<file path="config.mk">
export PLATFORM = sky130hd
export DESIGN_NAME = mem_arbiter
export DESIGN_NICKNAME = d
export VERILOG_FILES = /design/src/rtl/mem_arbiter.sv
export SDC_FILE = /design/constraint.sdc
export NUM_CORES = 1
export LEC_CHECK = 0
export BUFFER_PORTS_ARGS = -buffer_cell sky130_fd_sc_hd__buf_2
export CAP_MARGIN = 5
export CORE_AREA = 5 5 101 103
export CTS_BUF_LIST = sky130_fd_sc_hd__clkbuf_16
export DETAILED_ROUTE_END_ITERATION = 6
export DIE_AREA = 0 0 106 108
export PLACE_DENSITY = 0.59
export SLEW_MARGIN = 25
export SYNTH_ARGS = -nofsm -noshare
export SYNTH_HDL_FRONTEND = slang
export SYNTH_SLANG_ARGS = --single-unit
</file>
<file path="constraint.sdc">
create_clock -name clka -period 1.6 [get_ports clka]
set_input_delay 0.16 -clock clka [delete_from_list [all_inputs] [get_ports clka]]
set_output_delay 0.16 -clock clka [all_outputs]
set_load 0.01 [all_outputs]
</file>
<file path="src/rtl/mem_arbiter.sv">
`default_nettype none
// ============================================================================
// Module      : mem_arbiter
// Description : Round-robin arbiter sharing one single-port synchronous RAM
//               between an instruction-fetch port and a data-access port.
// Revision    : 1.0 - initial release
// ============================================================================
module mem_arbiter #(
    parameter int AW     = 32,
    parameter int DW     = 32,
    parameter int RD_LAT = 1
) (
    input  logic          clka,
    input  logic          rst,
    input  logic          inst_req,
    input  logic [AW-1:0] inst_addr,
    output logic [DW-1:0] inst_rdata,
    output logic          inst_valid,
    output logic          inst_stall,
    input  logic          data_req,
    input  logic          data_we,
    input  logic [AW-1:0] data_addr,
    input  logic [DW-1:0] data_wdata,
    output logic [DW-1:0] data_rdata,
    output logic          data_valid,
    output logic          data_stall,
    output logic          ram_en,
    output logic          ram_we,
    output logic [AW-1:0] ram_addr,
    output logic [DW-1:0] ram_wdata,
    input  logic [DW-1:0] ram_rdata
);

    localparam logic [1:0] c_IDLE       = 2'd0;
    localparam logic [1:0] c_RD_I       = 2'd1;
    localparam logic [1:0] c_RD_D       = 2'd2;
    localparam logic [1:0] c_WR_ACK     = 2'd3;
    localparam logic       c_GRANT_INST = 1'b0;
    localparam logic [2:0] c_LAT_LOAD   = 3'(RD_LAT - 1);

    logic [1:0] state_q, state_d;
    logic [2:0] lat_cnt_q, lat_cnt_d;
    logic       last_grant_q, last_grant_d;
    logic       w_grant_any;
    logic       w_grant_data;
    logic       w_rd_done;

    // On a tie the port that did not win last time gets the RAM.
    assign w_grant_any  = inst_req | data_req;
    assign w_grant_data = data_req & (~inst_req | (last_grant_q == c_GRANT_INST));
    assign w_rd_done    = (lat_cnt_q == 3'd0);

    always_ff @(posedge clka) begin
        if (!rst) begin
            state_q      <= c_IDLE;
            lat_cnt_q    <= 3'd0;
            last_grant_q <= c_GRANT_INST;
        end else begin
            state_q      <= state_d;
            lat_cnt_q    <= lat_cnt_d;
            last_grant_q <= last_grant_d;
        end
    end

    always_comb begin
        state_d      = state_q;
        lat_cnt_d    = lat_cnt_q;
        last_grant_d = last_grant_q;
        case (state_q)
            c_IDLE: begin
                if (w_grant_any) begin
                    last_grant_d = w_grant_data;
                    if (w_grant_data && data_we) begin
                        state_d = c_WR_ACK;
                    end else begin
                        lat_cnt_d = c_LAT_LOAD;
                        state_d   = w_grant_data ? c_RD_D : c_RD_I;
                    end
                end
            end
            c_RD_I, c_RD_D: begin
                if (!w_rd_done) begin
                    lat_cnt_d = lat_cnt_q - 3'd1;
                end else begin
                    state_d = c_IDLE;
                end
            end
            c_WR_ACK: state_d = c_IDLE;
            default:  state_d = c_IDLE;
        endcase
    end

    always_comb begin
        inst_valid = 1'b0;
        data_valid = 1'b0;
        inst_rdata = '0;
        data_rdata = '0;
        ram_en     = 1'b0;
        ram_we     = 1'b0;
        ram_addr   = '0;
        ram_wdata  = '0;
        case (state_q)
            c_IDLE: begin
                // Requests are sampled only here; later changes are ignored.
                if (w_grant_any) begin
                    ram_en   = 1'b1;
                    ram_addr = w_grant_data ? data_addr : inst_addr;
                    if (w_grant_data && data_we) begin
                        ram_we    = 1'b1;
                        ram_wdata = data_wdata;
                    end
                end
            end
            c_RD_I: begin
                if (w_rd_done) begin
                    inst_valid = 1'b1;
                    inst_rdata = ram_rdata;
                end
            end
            c_RD_D: begin
                if (w_rd_done) begin
                    data_valid = 1'b1;
                    data_rdata = ram_rdata;
                end
            end
            c_WR_ACK: data_valid = 1'b1;
            default: begin
                inst_valid = 1'b0;
                data_valid = 1'b0;
            end
        endcase
    end

    assign inst_stall = inst_req & ~inst_valid;
    assign data_stall = data_req & ~data_valid;

endmodule
`default_nettype wire

</file>
==> metrics <==
final critical-path required period=1.59 ns; final period utilization=99.5%; dominant cell type by area after synthesis=and3_1; Final setup violation count=0; Worst Tran Pin Value=0.342 ns; status=completed; max-cap violations=0; Setup CP Type=register to output pin; Ports=267; Reg clk slew, reported paths=0.04 ns; cts bufs inserted=3; Hold/Removal Path Class=primary input to register; pins over their slew limit=0; pre-CTS setup slack=0.0336 ns; Final ANT Viol Nets=0; sequential-to-total area share from yosys stat=7.77%; worst setup margin=0.00813 ns; largest net degree at the start of global routing=35; grt ovf=0; Total GRT Usage=13.6%; clk buf depth=2; WHS Endpoint=lat_cnt_q[0]$_SDFFE_PN0P_; first-pass GRT wire length=12,900 um; CP max-delay cell=dfxtp_2; CTS sink count=6; Post-synth EDFFs=0; HP Start=rst; FF-to-FF Start=lat_cnt_q[0]$_SDFFE_PN0P_; FMAX=628 MHz; initial detailed-routing violation count=115; TNS Setup=0 ns; Post-synth top cells=nand2_1, and3_1, a21oi_1; r2r endpoint=lat_cnt_q[2]$_SDFFE_PN0P_; clock skew=0.00446 ns; post-synth top area share=26.3%; RSZ-0062 raised after global routing=true; vias in the first global route=2,732; Die Ht=108 um; CP Launch Type=register; Syn Area/Cell=5.74 sq um; Final HPWL DP=7260 um; Diodes inserted=0; Critical Path AT=1.43 ns; Synth Warn #=0; chip width=106 um; Area contributors post-synth=and3_1, nand2_1, and2_1, a21oi_1, dfxtp_1; Hold Path Stages=3; Leak=2.30 nW; cell with the most instances after synthesis=nand2_1; drt drc=0; routability congestion estimate=0.790; CP Capture Type=output pin; Nets=676; Routed wire per std cell=14.3 um; Top FF cell, synth=dfxtp_1; share of cells above drive strength 1=63.9%; port buffer count=266; fin util=38.8%; Cell Rows=35; Die ar.=11,400 sq um; Data required, critical path=1.44 ns; Root Buffer=clkbuf_16; Core Area=9110 sq um; Mapped Area=1550 sq um; initial antenna violation count=1; first-pass iteration count of the detailed router=4; cell mode on critical path=ha_4; Worst Path Buf+Inv=3; via count=2,888; Post-Syn Nets=408; CP delay by family, top=buffers and inverters; Vias/cell=4.47; flops & latches, synth=6; Routed Wire Length=9240 um; R2R cell count=8; Final Hold Viols=0; Cells after Synth=269; hold_buf cts=0; cells along the critical path=inv_2 > ha_4 > ha_4 > buf_12 > and3_1 > buf_2; TritonCTS clock tree=built; worst skew pair latency=0.23 ns; CP max FO=32; initial core utilization=17.0%; post-synthesis cell type count=26; Crit path largest cell delay=0.31 ns; setup slack, reg-to-reg=0.12 ns; PwrDens=1060 nW/um^2; Rel. slew slack=77.1%; Worst IR Drop VDD=0.000549 V; Async SR Flop Fraction=0%; H-tree Lvls=1; Area Overhead vs Synth=129%
## cell type report
| class | instances | area, sq um |
|---|---|---|
| sequential | 6 | 126 |
| clock buffer | 3 | 75.1 |
| inverter | 8 | 32.5 |
| tap | 111 | 139 |
| fill | 960 | 5580 |
| timing repair buffer | 289 | 1680 |
| multi-input combinational | 229 | 1480 |
## report_power, final
| group | switching, mW | internal [mW] |
|---|---|---|
| clock network | 0.0922 | 0.321 |
| registers | 0.0349 | 0.201 |
| logic | 1.58 | 1.51 |
## worst max path at each step
stage,endpoint,cells after the start,slack [ns],startpoint
floorplan,data_rdata[12],6,0.11,lat_cnt_q[0]$_SDFFE_PN0P_
global placement,lat_cnt_q[0]$_SDFFE_PN0P_,6,0.08,state_q[0]$_SDFFE_PN0P_
detailed placement,lat_cnt_q[1]$_SDFFE_PN0P_,6,0.03,state_q[0]$_SDFFE_PN0P_
CTS,inst_stall,6,-0.002,lat_cnt_q[0]$_SDFFE_PN0P_
global route,inst_rdata[22],6,-0.06,lat_cnt_q[0]$_SDFFE_PN0P_
finish,inst_rdata[22],6,0.008,lat_cnt_q[0]$_SDFFE_PN0P_
## routing by layer
metal	track usage [%]	routed length, um	up-vias
li1	-	-	1432
met5	0	7	-
met2	26.4	4830	153
met3	3.64	925	8
met1	14.7	3390	1293
met4	2.96	85	2
## worst reg2reg max path, stage by stage, from the launching register on
cell and delay [ns]:
dfxtp_2 0.32, inv_2 0.05, ha_4 0.16, ha_4 0.19, buf_4 0.14, nand2_1 0.07
o211ai_2 0.12, nor2_4 0.15, mux2i_1 0.21
## what timing repair did
action | CTS | global route
gates resized for setup | 20 | 42
endpoints found under the setup margin | 133 | 134
setup buffers | 3 | 3
endpoints found under the hold margin | 0 | 0
pin swaps | 2 | 2
cloned | 2 | 3
## registers in the layout, summed over array words and instances (netlist names)
name and cells:
last_grant_q 1, lat_cnt_q 3, state_q 2
## cell usage in the layout, fill, tap and decap left out, types with 2 or more instances in the layout
master / n
mux2i_1: 3
and3_4: 3
inv_1: 4
clkbuf_16: 5
buf_2: 264
buf_4: 8
nand2_1: 71
nor2_1: 2
inv_2: 3
a21oi_2: 27
nand3b_1: 2
ha_4: 5
buf_6: 7
dfxtp_2: 5
and3_1: 62
buf_12: 7
and2_1: 33
a21oi_1: 7
## cell families after synthesis
group / Yosys count / synth area share [%]
DFF: 6 / 7.77
muxes: 3 / 1.94
adders and majority gates: 6 / 4.86
and+or+nand+nor: 179 / 61.1
AOI/OAI and AO/OA: 41 / 15.5
buffers and inverters: 34 / 8.91
## stage by stage
stage                     hold WS (ns)  cells  power (mW)  area, sq um
after floorplan                  0.275    269        1.62         1550
after global placement           0.444    632        2.63         3090
after detailed placement         0.452    632        2.66         3090
after CTS                        0.240    640        3.50         3300
after global routing             0.242    646        4.04         3530
final                            0.234    646        3.74         3530
Note: power is estimated with default switching activity, not from simulation.
